==> config.mk <==
export PLATFORM = sky130hd
export DESIGN_NAME = fifo_sync_param
export DESIGN_NICKNAME = d
export VERILOG_FILES = /design/src/rtl/fifo_sync_param.sv
export SDC_FILE = /design/constraint.sdc
export NUM_CORES = 1
export LEC_CHECK = 0
export BUFFER_PORTS_ARGS = -buffer_cell sky130_fd_sc_hd__buf_4
export CORE_ASPECT_RATIO = 0.9
export CORE_UTILIZATION = 40
export DETAILED_ROUTE_END_ITERATION = 8
export GPL_ROUTABILITY_DRIVEN = 0
export MAX_ROUTING_LAYER = met4
export PLACE_DENSITY = 0.52
export SLEW_MARGIN = 20
export SYNTH_ARGS = -nofsm -noshare
export SYNTH_HDL_FRONTEND = slang
export SYNTH_SLANG_ARGS = --single-unit
export TNS_END_PERCENT = 50
==> constraint.sdc <==
create_clock -name clock -period 7.2 [get_ports clock]
set_input_delay 1.44 -clock clock [delete_from_list [all_inputs] [get_ports clock]]
set_output_delay 1.44 -clock clock [all_outputs]
set_load 0.005 [all_outputs]
==> src/rtl/fifo_sync_param.sv <==
`default_nettype none
// ============================================================================
// Module      : fifo_sync_param
// Description : Parametrised single-clock FIFO with occupancy, almost flags,
//               sticky error flags and registered or show-ahead read port.
// Revision    : 1.0 - initial release
// ============================================================================
module fifo_sync_param #(
    parameter int DATA_WIDTH   = 8,
    parameter int ADDR_WIDTH   = 5,
    parameter int AFULL_LEVEL  = 28,
    parameter int AEMPTY_LEVEL = 4,
    parameter int SHOW_AHEAD   = 0
) (
    input  logic                  clock,
    input  logic                  reset_n,
    input  logic                  write,
    input  logic [DATA_WIDTH-1:0] datain,
    input  logic                  read,
    output logic [DATA_WIDTH-1:0] dataout,
    output logic                  dataout_valid,
    output logic                  full,
    output logic                  empty,
    output logic                  almost_full,
    output logic                  almost_empty,
    output logic [ADDR_WIDTH:0]   count,
    output logic                  overflow,
    output logic                  underflow
);

    localparam int                DEPTH      = 2 ** ADDR_WIDTH;
    localparam int                PTR_W      = ADDR_WIDTH + 1;
    localparam logic [PTR_W-1:0]  AFULL_CNT  = PTR_W'(AFULL_LEVEL);
    localparam logic [PTR_W-1:0]  AEMPTY_CNT = PTR_W'(AEMPTY_LEVEL);
    localparam logic [PTR_W-1:0]  PTR_ONE    = PTR_W'(1);

    if ((AFULL_LEVEL < 1) || (AFULL_LEVEL > DEPTH)) begin : g_bad_afull
        $error("fifo_sync_param: AFULL_LEVEL=%0d outside 1..%0d", AFULL_LEVEL, DEPTH);
    end
    if ((AEMPTY_LEVEL < 0) || (AEMPTY_LEVEL > DEPTH - 1)) begin : g_bad_aempty
        $error("fifo_sync_param: AEMPTY_LEVEL=%0d outside 0..%0d", AEMPTY_LEVEL, DEPTH - 1);
    end

    logic [PTR_W-1:0]      wr_ptr_q, wr_ptr_d;
    logic [PTR_W-1:0]      rd_ptr_q, rd_ptr_d;
    logic                  overflow_q, overflow_d;
    logic                  underflow_q, underflow_d;
    logic                  rd_en;
    logic                  wr_en;
    logic [ADDR_WIDTH-1:0] wr_addr;
    logic [ADDR_WIDTH-1:0] rd_addr;
    logic [DATA_WIDTH-1:0] mem [DEPTH];

    assign wr_addr = wr_ptr_q[ADDR_WIDTH-1:0];
    assign rd_addr = rd_ptr_q[ADDR_WIDTH-1:0];

    // The extra pointer MSB distinguishes a full ring from an empty one.
    assign empty        = (wr_ptr_q == rd_ptr_q);
    assign full         = (wr_ptr_q[ADDR_WIDTH] != rd_ptr_q[ADDR_WIDTH]) && (wr_addr == rd_addr);
    assign count        = wr_ptr_q - rd_ptr_q;
    assign almost_full  = (count >= AFULL_CNT);
    assign almost_empty = (count <= AEMPTY_CNT);
    assign overflow     = overflow_q;
    assign underflow    = underflow_q;

    assign rd_en = read & ~empty;
    assign wr_en = write & (~full | rd_en);

    always_comb begin
        wr_ptr_d    = wr_ptr_q;
        rd_ptr_d    = rd_ptr_q;
        overflow_d  = overflow_q | (write & ~wr_en);
        underflow_d = underflow_q | (read & ~rd_en);
        if (wr_en) begin
            wr_ptr_d = wr_ptr_q + PTR_ONE;
        end
        if (rd_en) begin
            rd_ptr_d = rd_ptr_q + PTR_ONE;
        end
    end

    always_ff @(posedge clock) begin
        if (!reset_n) begin
            wr_ptr_q    <= '0;
            rd_ptr_q    <= '0;
            overflow_q  <= 1'b0;
            underflow_q <= 1'b0;
        end else begin
            wr_ptr_q    <= wr_ptr_d;
            rd_ptr_q    <= rd_ptr_d;
            overflow_q  <= overflow_d;
            underflow_q <= underflow_d;
        end
    end

    // Storage is deliberately not cleared by reset.
    always_ff @(posedge clock) begin
        if (reset_n && wr_en) begin
            mem[wr_addr] <= datain;
        end
    end

    if (SHOW_AHEAD == 0) begin : g_registered_read
        logic [DATA_WIDTH-1:0] dout_q, dout_d;
        logic                  dvalid_q, dvalid_d;

        always_comb begin
            dout_d   = dout_q;
            dvalid_d = rd_en;
            if (rd_en) begin
                dout_d = mem[rd_addr];
            end
        end

        always_ff @(posedge clock) begin
            if (!reset_n) begin
                dout_q   <= '0;
                dvalid_q <= 1'b0;
            end else begin
                dout_q   <= dout_d;
                dvalid_q <= dvalid_d;
            end
        end

        assign dataout       = dout_q;
        assign dataout_valid = dvalid_q;
    end else begin : g_show_ahead
        assign dataout       = mem[rd_addr];
        assign dataout_valid = ~empty;
    end

endmodule
`default_nettype wire
* After elaboration in Yosys (flattened, before gate mapping)
Memories as Yosys holds them, arrays and structs flattened. A register that Yosys moved wholly into a read port is not among the register bits.
Cells that the tools add are included.
** Cells by class
- Equal/unequal tests :: 3
- Order comparisons :: 2
- Bitwise logic cells :: 11
- Multiplexer cells :: 2
- Add/sub/neg operators :: 3
- Reductions and logical operators :: 3
** Operators with widths (number)
- $add 6x1->6 const B :: 2
- $eq 6x6->1 :: 1
- $ge 6x5->1 const B :: 1
- $le 6x3->1 const B :: 1
- $sub 6x6->6 :: 1
- $eq 5x5->1 :: 1
- $and 1x1->1 :: 4
- $not 1->1 :: 4
- $or 1x1->1 :: 3
- $logic_and 1x1->1 :: 2
- $mux 1 :: 2
- $logic_not 1->1 :: 1
- $ne 1x1->1 :: 1
** Word-level totals
- Register bits after elaboration :: 15
- Word-level logic and storage cells :: 30
- Memories :: 1
- Bits in writable memories :: 256
- Output and inout bits :: 21
- Input port bits :: 12
** Memories
- mem :: depth 32, width 8, rd ports 1, clocked after Yosys merged registers in 1, write ports 1, RTL line 52 : logic [DATA_WIDTH-1:0] mem [DEPTH];

* Depth between registers and ports, before layout
Gate-level depths: netlist of the first run.
- Depth in word-level cells :: 8
- Depth in mapped cells :: 10
- Gate-level depth less buffers :: 8

* Least setup slack after synthesis of the first run
Ideal clock, no wire load.
- Path type :: reg-to-output
- Start :: register rd_ptr_q[1]
- End :: output port almost_full
- Buffers on the path :: 1
- Arrival time :: 2.045 ns
- Path slack :: 3.715 ns
- Stages on the path, launching flop included :: 10
- Data required time :: 5.760 ns
- Path through :: dfxtp_1 -> buf_6 -> inv_1 -> ha_1 -> nor2b_1 -> o21ai_0 -> a21boi_1 -> or4_1 -> nand3_1 -> a31o_2
** Between the ends
- Cells in the longest elaborated chain, start to end :: 2
** Ends and longest elaborated chain
- from (decl) :: RTL line 45 : logic [PTR_W-1:0] rd_ptr_q, rd_ptr_d;
- from (signal assigned) :: RTL line 90 : rd_ptr_q <= rd_ptr_d;
- $sub 6x6->6 :: RTL line 60 : assign count = wr_ptr_q - rd_ptr_q;
- named net count[5] :: RTL line 26 : output logic [ADDR_WIDTH:0] count,
- $ge 6x5->1 :: RTL line 61 : assign almost_full = (count >= AFULL_CNT);
- to (decl) :: RTL line 24 : output logic almost_full,
The timed path passes the listed nets, and every way through them passes these cells.

* Worst setup path after layout of the first run
- Start :: register rd_ptr_q[3]
- End :: output port almost_full
** Between the ends
- Cells in the longest elaborated chain, start to end :: 2
** Ends and longest elaborated chain (RTL line)
- $sub 6x6->6 :: 60
- $ge 6x5->1 :: 61
No other way between the ends.

==> impl_metrics.ini, run 1 <==
[floorplan]
initial_utilization_pct = 41.1
ios = 33
row_count = 57
core_area_sq_mm = 0.0272
die_width_microns = 178
dieArea_sq_mm = 0.0286
chipHeight_microns = 160

[logic_synthesis]
syn_inst = 621
synth_fp_nets = 644
ys_seq_area_share_pct = 73.0
synth-main-ff-cell = edfxtp_1
synth_seq_cells = 279
syn_area_sq_mm = 0.0112
yosysTopAreaCell = edfxtp_1
synth_edf_count = 256
synthTopCellsByArea = edfxtp_1 (69%), mux4_2 (7.7%), dfxtp_1 (4.1%), mux2i_1 (3.8%), nor2_1 (1.8%)
synth_cell_types = 47
ys.warnings.count = 0
synthArstFlopShare_pct = 0
netlist.area_leader.share_pct = 68.9
syn_area_per_cell_sq_um = 18.0

[clocking]
cts_setup_buffers = 0
clk_pin_slew_ns = 0.06
numCtsBuffers = 28
clock_path_buffers = 3
cts.repair.resized = 0
root_buffer = clkbuf_16
cts_hold_buf = 0
clock-sinks = 279
clock_latency_ns = 0.53
cts_tree = done
htree_levels = 1

[critical_path]
cp-start-kind = flip-flop
required_ns = 5.76
slowest_stage = dfxtp_1
ff2ff_path_depth = 7
arrival_ns = 2.89
cp_max_fo = 13
critPathCaptureType = output pin
crit_type = reg2out
r2r-start = rd_ptr_q[3]$_SDFFE_PN0P_
r2r_slack_ns = 3.81
max_stage_delay_ns = 0.63
path_cells = inv_1 > ha_1 > a21boi_1 > or4_1 > nand3_1 > a31o_2 > buf_4
r2r-end = mem[16][3]$_DFFE_PP_

[pwr]
pwr-share-seq_pct = 48.4
powerDensity_mw_per_mm2 = 297
p_switching_w = 0.000850
power.share.clock_pct = 41.4
comb_power_share_pct = 10.2
p_leak_nw = 3.98
switching_share_pct = 22.6
irDropWorstVdd_mv = 0.191
internal-power_w = 0.00292
finalPower_w = 0.00377

[grt]
grt_max_degree = 46
antenna_found_initial = 0
grt_use_total_pct = 19.0
grt_pass1_vias = 5885
gr-total-overflow = 0
grt_pass1_wl_microns = 37900

[finish]
drive_gt1_share_pct = 22.3
syn_to_final_growth_pct = 13.7
layout_commonest_cell = edfxtp_1
antenna_cells = 0
final_cell_mix = edfxtp_1 (256), nor2_1 (54), mux2i_1 (42)
stdcell_count = 1035
nets = 682

[routing]
ant_nets = 0
post-route-drc-count = 0
via_per_inst = 5.57
via_count = 5761
drt-initial-drc-count = 561
dr.pass1.iters = 5
detail_route.wirelength_microns = 25500
post_drt_wl_per_cell_microns = 24.6

[timing]
fin_skew_ns = 0.0110
drv_slew = 0
hold_viol_final = 0
setup-tns-final_ns = 0
post-route-min-period_ns = 4.33
maxSlewHeadroom_pct = 46.8
whs_ns = 0.478
timing.final.crit_share_pct = 60.2
fin_ws_ns = 2.87
tightest_slew_ns = 0.795
setup_violations = 0
fmax_mhz = 231
rsz0062_at_grt = false

[min_path]
min_path_type = reg2reg
worstHoldStart = underflow$_SDFF_PN0_
holdPathEnd = underflow$_SDFF_PN0_
hold_path_depth = 2

[placed_design]
dpl_worst_slack_ns = 3.27
dpl.hpwl_microns = 16100
portBuffers = 32
post-place-cells = 983

[run]
max-cap-violations = 0

[status]
status = finished clean
[state kept, by name, indices dropped and copies added (netlist names)]
name / count
wr_ptr_q: 6
overflow: 1
dataout: 8
underflow: 1
rd_ptr_q: 6
dataout_valid: 1
mem: 256
[through the flow]
stage	area (sq um)	utilization (%)
2_1_floorplan	11200	-
3_3_place_gp	11700	43.0
3_5_place_dp	11700	43.0
4_1_cts	12700	46.7
5_1_grt	12700	46.7
6_report	12700	46.7
[cell type report]
| cell class | instances | area (sq um) |
|---|---|---|
| timing repair buffer | 36 | 270 |
| clock inverter | 23 | 275 |
| inverter | 11 | 41.3 |
| fill | 2284 | 14500 |
| tap | 354 | 443 |
| sequential | 279 | 8150 |
| clock buffer | 29 | 726 |
| multi-input combinational | 303 | 2780 |
[how the worst max path moves through the flow]
stage	from	end	slack [ns]	cells after the start
floorplan	rd_ptr_q[1]$_SDFFE_PN0P_	almost_full	3.71	9
global placement	reset_n	mem[20][0]$_DFFE_PP_	3.37	5
detailed placement	reset_n	mem[8][0]$_DFFE_PP_	3.27	5
CTS	rd_ptr_q[3]$_SDFFE_PN0P_	almost_full	2.83	7
global route	rd_ptr_q[3]$_SDFFE_PN0P_	almost_empty	2.73	7
finish	rd_ptr_q[3]$_SDFFE_PN0P_	almost_full	2.87	7
[worst max-delay path, delay by kind of cell, from the launching register on]
kind	cells	cell delay (ns)
buffers and inverters	2	0.41
AND/OR/NAND/NOR	2	0.63
adder cells (fa/ha/maj)	1	0.40
AO/OA/AOI/OAI	2	0.28
flip-flops	1	0.63
[Yosys cell counts (all sizes together) (2+ instances only)]
library cell	n
a21oi	21
a32o	8
buf	20
clkbuf	8
dfxtp	23
edfxtp	256
ha	10
inv	10
mux2	15
mux2i	42
mux4	40
nand2	17
nand3	5
nand3b	3
nand4	2
nor2	56
nor2b	2
nor3	4
o211ai	2
o21ai	27
o221ai	16
o22ai	7
or2	2
or3	2
xnor2	10
xor2	3
[power by group through the flow]
stage          combinational [W]  sequential (W)  clock (W)
5_1_grt                 0.000415         0.00182    0.00166
4_1_cts                 0.000392         0.00182    0.00159
3_5_place_dp            0.000391         0.00186          0
3_3_place_gp            0.000386         0.00186          0
2_1_floorplan           0.000281         0.00183          0
6_report                0.000384         0.00182    0.00156
[metal layers]
layer	global-route usage (%)	wire [microns]	up-vias
met3	2.96	1190	39
li1	-	-	2560
met2	29.7	12400	150
met5	-	0	-
met4	4.82	549	0
met1	26.1	11400	3012
[cells by family after synthesis]
group | count (synthesis) | synth area share (%)
xor+xnor | 13 | 1.02
simple gates | 95 | 3.81
buf+inv | 39 | 2.11
fa+ha+maj | 11 | 1.30
compound gates | 87 | 5.36
flops | 279 | 73.0
mux | 97 | 13.4
No activity file was read; power rests on OpenSTA's default activity.
==> run 2, diff against run 1 <==
==> constraint.sdc (replaced) <==
create_clock -name clock -period 4.37 [get_ports clock]
set_input_delay 0.874 -clock clock [delete_from_list [all_inputs] [get_ports clock]]
set_output_delay 0.874 -clock clock [all_outputs]
set_load 0.005 [all_outputs]
==> run 2 against run 1 <==
Against the previous run:
- design area shrank 0.56%
- total power grew 60%
- clock power grew 53%
- register-to-register slack lost 2.9 ns
- clock skew grew 0.0046 ns
- global-route usage shrank 0.45 points
- combinational power grew 76%
- cell count grew 0.29%
- critical endpoint unchanged
- largest cell class unchanged
==> impl_metrics.ini, run 2 (synthesis results as in run 1) <==
[clocking]
cts.repair.resized = 0
clock_path_buffers = 3
cts_tree = done
htree_levels = 1
root_buffer = clkbuf_16
clock-sinks = 279
cts_setup_buffers = 0
numCtsBuffers = 29
clock_latency_ns = 0.55
cts_hold_buf = 0
clk_pin_slew_ns = 0.07

[critical_path]
cp_max_fo = 13
arrival_ns = 2.91
critPathCaptureType = output pin
critPathBufInv = 2
max_stage_delay_ns = 0.62
path_cells = inv_1 > ha_1 > a21boi_1 > or4_1 > nand3_1 > a31o_2 > buf_4
crit_type = reg2out
slowest_stage = dfxtp_1
cp-start-kind = flip-flop
required_ns = 3.50
cp_top_family = simple AND/OR/NAND/NOR gates

[timing]
hold_viol_final = 0
maxSlewHeadroom_pct = 41.5
drv_slew = 0
post-route-min-period_ns = 3.79
fmax_mhz = 264
fin_skew_ns = 0.0156
setup-tns-final_ns = 0
tightest_slew_ns = 0.874
timing.final.crit_share_pct = 86.6
setup_violations = 0
rsz0062_at_grt = false

[grt]
gr-total-overflow = 0
grt_pass1_vias = 5922
antenna_found_initial = 0
grt_max_degree = 46
grt_pass1_wl_microns = 37400
grt_use_total_pct = 18.6

[floorplan]
chipHeight_microns = 160
dieArea_sq_mm = 0.0286
initial_utilization_pct = 41.1
die_width_microns = 178
core_area_sq_mm = 0.0272
row_count = 57
ios = 33

[finish]
nets = 685
syn_to_final_growth_pct = 13.0
fill_cells = 2345
regMostFlops = mem
drive_gt1_share_pct = 21.2
antenna_cells = 0
layout_commonest_cell = edfxtp_1
final_cell_mix = edfxtp_1 (256), nor2_1 (54), mux2i_1 (42)
design_area_sq_mm = 0.0126
largest_register_ffs = 256

[placed_design]
dpl.hpwl_microns = 15900
portBuffers = 32
placed_area_sq_mm = 0.0117

[min_path]
min_path_type = reg2reg

[pwr]
powerDensity_mw_per_mm2 = 478
p_leak_nw = 3.94
irDropWorstVdd_mv = 0.324

[run]
max-cap-violations = 0

[routing]
post_drt_wl_per_cell_microns = 24.2
drt-initial-drc-count = 402
ant_nets = 0
via_count = 5662
post-route-drc-count = 0
dr.pass1.iters = 4
via_per_inst = 5.45
detail_route.wirelength_microns = 25100

[status]
status = finished clean
-- run 2: changes by cell type in the layout (fill, tap and decap cells not counted), sizes merged --
cell,before,now
buf,36,38
bufinv,6,3
clkbuf,29,36
clkinv,16,12
inv,10,11
-- run 2: worst paths after layout --
path,endpoint,slack (ns),cells after the start,from
worst max-delay path,almost_full,0.58,7,rd_ptr_q[3]$_SDFFE_PN0P_
worst min-delay path,underflow$_SDFF_PN0_,0.49,2,underflow$_SDFF_PN0_
worst max register to register,mem[8][0]$_DFFE_PP_,0.96,7,rd_ptr_q[3]$_SDFFE_PN0P_
worst min register to register,underflow$_SDFF_PN0_,0.49,2,underflow$_SDFF_PN0_
-- run 2: through the flow --
| stage | cells | utilization [%] | hold slack, ns | total power, W | setup slack, ns |
|---|---|---|---|---|---|
| 2_1_floorplan | 621 | - | 0.460 | 0.00348 | 1.45 |
| 3_3_place_gp | 985 | 43.1 | 0.455 | 0.00371 | 1.13 |
| 3_5_place_dp | 985 | 43.1 | 0.476 | 0.00372 | 1.05 |
| 4_1_cts | 1038 | 46.4 | 0.491 | 0.00609 | 0.619 |
| 5_1_grt | 1038 | 46.4 | 0.521 | 0.00623 | 0.409 |
| 6_report | 1038 | 46.4 | 0.487 | 0.00603 | 0.585 |
-- run 2: final cells by class --
class                           instances  area, sq um  share of cell area (%)
Clock inverter                         17          163                    1.29
Clock buffer                           36          752                    5.96
Timing Repair Buffer                   38          285                    2.26
Inverter                               11         41.3                   0.327
Sequential cell                       279         8150                    64.6
Tap cell                              354          443                    3.51
Multi-Input combinational cell        303         2780                    22.0
-- run 2: per-layer routing --
layer | vias up | global-route usage [%] | wire (microns)
met4 | 0 | 5.75 | 773
met1 | 2927 | 24.7 | 11100
met5 | - | - | 0
met2 | 119 | 29.7 | 12400
li1 | 2569 | - | -
met3 | 47 | 2.46 | 842
-- run 2: report_power, final --
part           internal [W]  switching, W  total, W
Clock               0.00139      0.000998   0.00239
Combinational      0.000301      0.000376  0.000677
Sequential          0.00294     0.0000209   0.00297
-- run 2: worst reg2reg max path: stages, from the launching register on --
cell and delay (ns):
dfxtp_1 0.62, inv_1 0.31, ha_1 0.40, nand4_1 0.17
o41ai_4 0.11, nor2_1 0.31, nand2_1 0.41, nor2_1 0.70
==> run 3, diff against run 2 <==
--- a/config.mk
+++ b/config.mk
@@ -8,6 +8,8 @@
 export BUFFER_PORTS_ARGS = -buffer_cell sky130_fd_sc_hd__buf_4
 export CORE_ASPECT_RATIO = 0.9
 export CORE_UTILIZATION = 40
+export CTS_BUF_LIST = sky130_fd_sc_hd__clkbuf_4 sky130_fd_sc_hd__clkbuf_8 sky130_fd_sc_hd__clkbuf_16
+export CTS_CLUSTER_DIAMETER = 80
 export DETAILED_ROUTE_END_ITERATION = 8
 export GPL_ROUTABILITY_DRIVEN = 0
 export MAX_ROUTING_LAYER = met4
@@ -16,4 +18,3 @@
 export SYNTH_ARGS = -nofsm -noshare
 export SYNTH_HDL_FRONTEND = slang
 export SYNTH_SLANG_ARGS = --single-unit
-export TNS_END_PERCENT = 50
==> run 3 against run 2 <==
Against the previous run:
- register-to-register slack improved by 0.05 ns
- flip-flop and latch count unchanged
- core utilization increased by 0.097 points
- wire length decreased by 0.50%
- setup slack improved by 0.025 ns
- clock skew about the same
- first-iteration DRC count decreased by 0.50%
- non-clock buffer count unchanged
- design area increased by 0.21%
- via count increased by 0.16%
- combinational power about the same
- critical endpoint unchanged
==> impl_metrics.ini, run 3 (synthesis results as in run 1) <==
[timing]
setup_violations = 0
drv_slew = 0
hold_viol_final = 0
fin_skew_ns = 0.0154
fmax_mhz = 266
post-route-min-period_ns = 3.76
maxSlewHeadroom_pct = 41.1
tightest_slew_ns = 0.880
timing.final.crit_share_pct = 86.0
rsz0062_at_grt = false
setup-tns-final_ns = 0

[critical_path]
arrival_ns = 2.89
critPathBufInv = 2
path_cells = inv_1 > ha_1 > a21boi_1 > or4_1 > nand3_1 > a31o_2 > buf_4
required_ns = 3.50
crit_type = reg2out
critPathCaptureType = output pin
cp-start-kind = flip-flop
cp_max_fo = 13
max_stage_delay_ns = 0.61
cp_top_family = simple AND/OR/NAND/NOR gates
slowest_stage = dfxtp_1

[routing]
via_per_inst = 5.46
dr.pass1.iters = 4
post-route-drc-count = 0
ant_nets = 0
detail_route.wirelength_microns = 25000
post_drt_wl_per_cell_microns = 24.1
drt-initial-drc-count = 400
via_count = 5671

[clocking]
cts.repair.resized = 0
cts_tree = done
htree_levels = 1
clk_pin_slew_ns = 0.06
root_buffer = clkbuf_16
numCtsBuffers = 29
clock-sinks = 279
cts_hold_buf = 0
cts_setup_buffers = 0
clock_latency_ns = 0.55
clock_path_buffers = 3

[finish]
largest_register_ffs = 256
layout_commonest_cell = edfxtp_1
stdcell_count = 1038
antenna_cells = 0
design_area_sq_mm = 0.0126
nets = 685
regMostFlops = mem
syn_to_final_growth_pct = 13.3
fill_cells = 2344
final_cell_mix = edfxtp_1 (256), nor2_1 (54), mux2i_1 (42)
drive_gt1_share_pct = 22.2

[status]
status = finished clean

[floorplan]
row_count = 57
core_area_sq_mm = 0.0272
dieArea_sq_mm = 0.0286
initial_utilization_pct = 41.1
chipHeight_microns = 160
ios = 33
die_width_microns = 178

[placed_design]
placed_area_sq_mm = 0.0117
post-place-cells = 985
portBuffers = 32
dpl.hpwl_microns = 15900

[run]
max-cap-violations = 0

[min_path]
min_path_type = reg2reg

[grt]
grt_max_degree = 46
grt_use_total_pct = 18.6
gr-total-overflow = 0
antenna_found_initial = 0
grt_pass1_wl_microns = 37400
grt_pass1_vias = 5925

[pwr]
powerDensity_mw_per_mm2 = 480
p_leak_nw = 3.96
irDropWorstVdd_mv = 0.325
## run 3: cell counts in the layout (fill, tap and decap cells not counted)
No cell type changed its count.
## run 3: worst reg2reg max path, cell delays in order (launching register included)
cell	delay, ns
dfxtp_1	0.61
inv_1	0.30
ha_1	0.40
nand4_1	0.17
o41ai_4	0.11
nor2_1	0.31
nand2_1	0.39
nor2_1	0.68
## run 3: cell type report
cell class / count / area (sq um) / area share [%]
clock buffer: 36 / 778 / 6.15
multi-input combinational: 303 / 2780 / 22.0
timing repair buffer: 38 / 285 / 2.26
sequential: 279 / 8150 / 64.5
clock inverter: 17 / 163 / 1.29
tap: 354 / 443 / 3.50
inverter: 11 / 41.3 / 0.327
## run 3: worst paths after layout
check        depth (start not counted)              endpoint  slack [ns]                      from
max                                  7           almost_full        0.61  rd_ptr_q[3]$_SDFFE_PN0P_
min                                  2  underflow$_SDFF_PN0_        0.49      underflow$_SDFF_PN0_
max reg2reg                          7   mem[8][0]$_DFFE_PP_        1.01  rd_ptr_q[3]$_SDFFE_PN0P_
min reg2reg                          2  underflow$_SDFF_PN0_        0.49      underflow$_SDFF_PN0_
## run 3: per-layer routing
layer / up-vias / track usage (%) / routed length (microns)
met5: - / - / 0
met4: 0 / 5.75 / 681
met3: 41 / 2.46 / 1060
met2: 126 / 29.7 / 12400
met1: 2933 / 24.7 / 10800
li1: 2571 / - / -
## run 3: power by group
group | total (W) | switching [W] | internal, W
Sequential | 0.00297 | 0.0000210 | 0.00294
Combinational | 0.000674 | 0.000373 | 0.000301
Clock | 0.00243 | 0.000996 | 0.00144
## run 3: metrics by stage
| stage | setup WS (ns) | hold slack (ns) | utilization, % | total power [W] |
|---|---|---|---|---|
| global placement | 1.13 | 0.455 | 43.1 | 0.00371 |
| finish | 0.610 | 0.487 | 46.5 | 0.00607 |
| global route | 0.409 | 0.521 | 46.5 | 0.00628 |
| detailed placement | 1.05 | 0.476 | 43.1 | 0.00372 |
| floorplan | 1.45 | 0.460 | - | 0.00348 |
| CTS | 0.619 | 0.491 | 46.5 | 0.00614 |
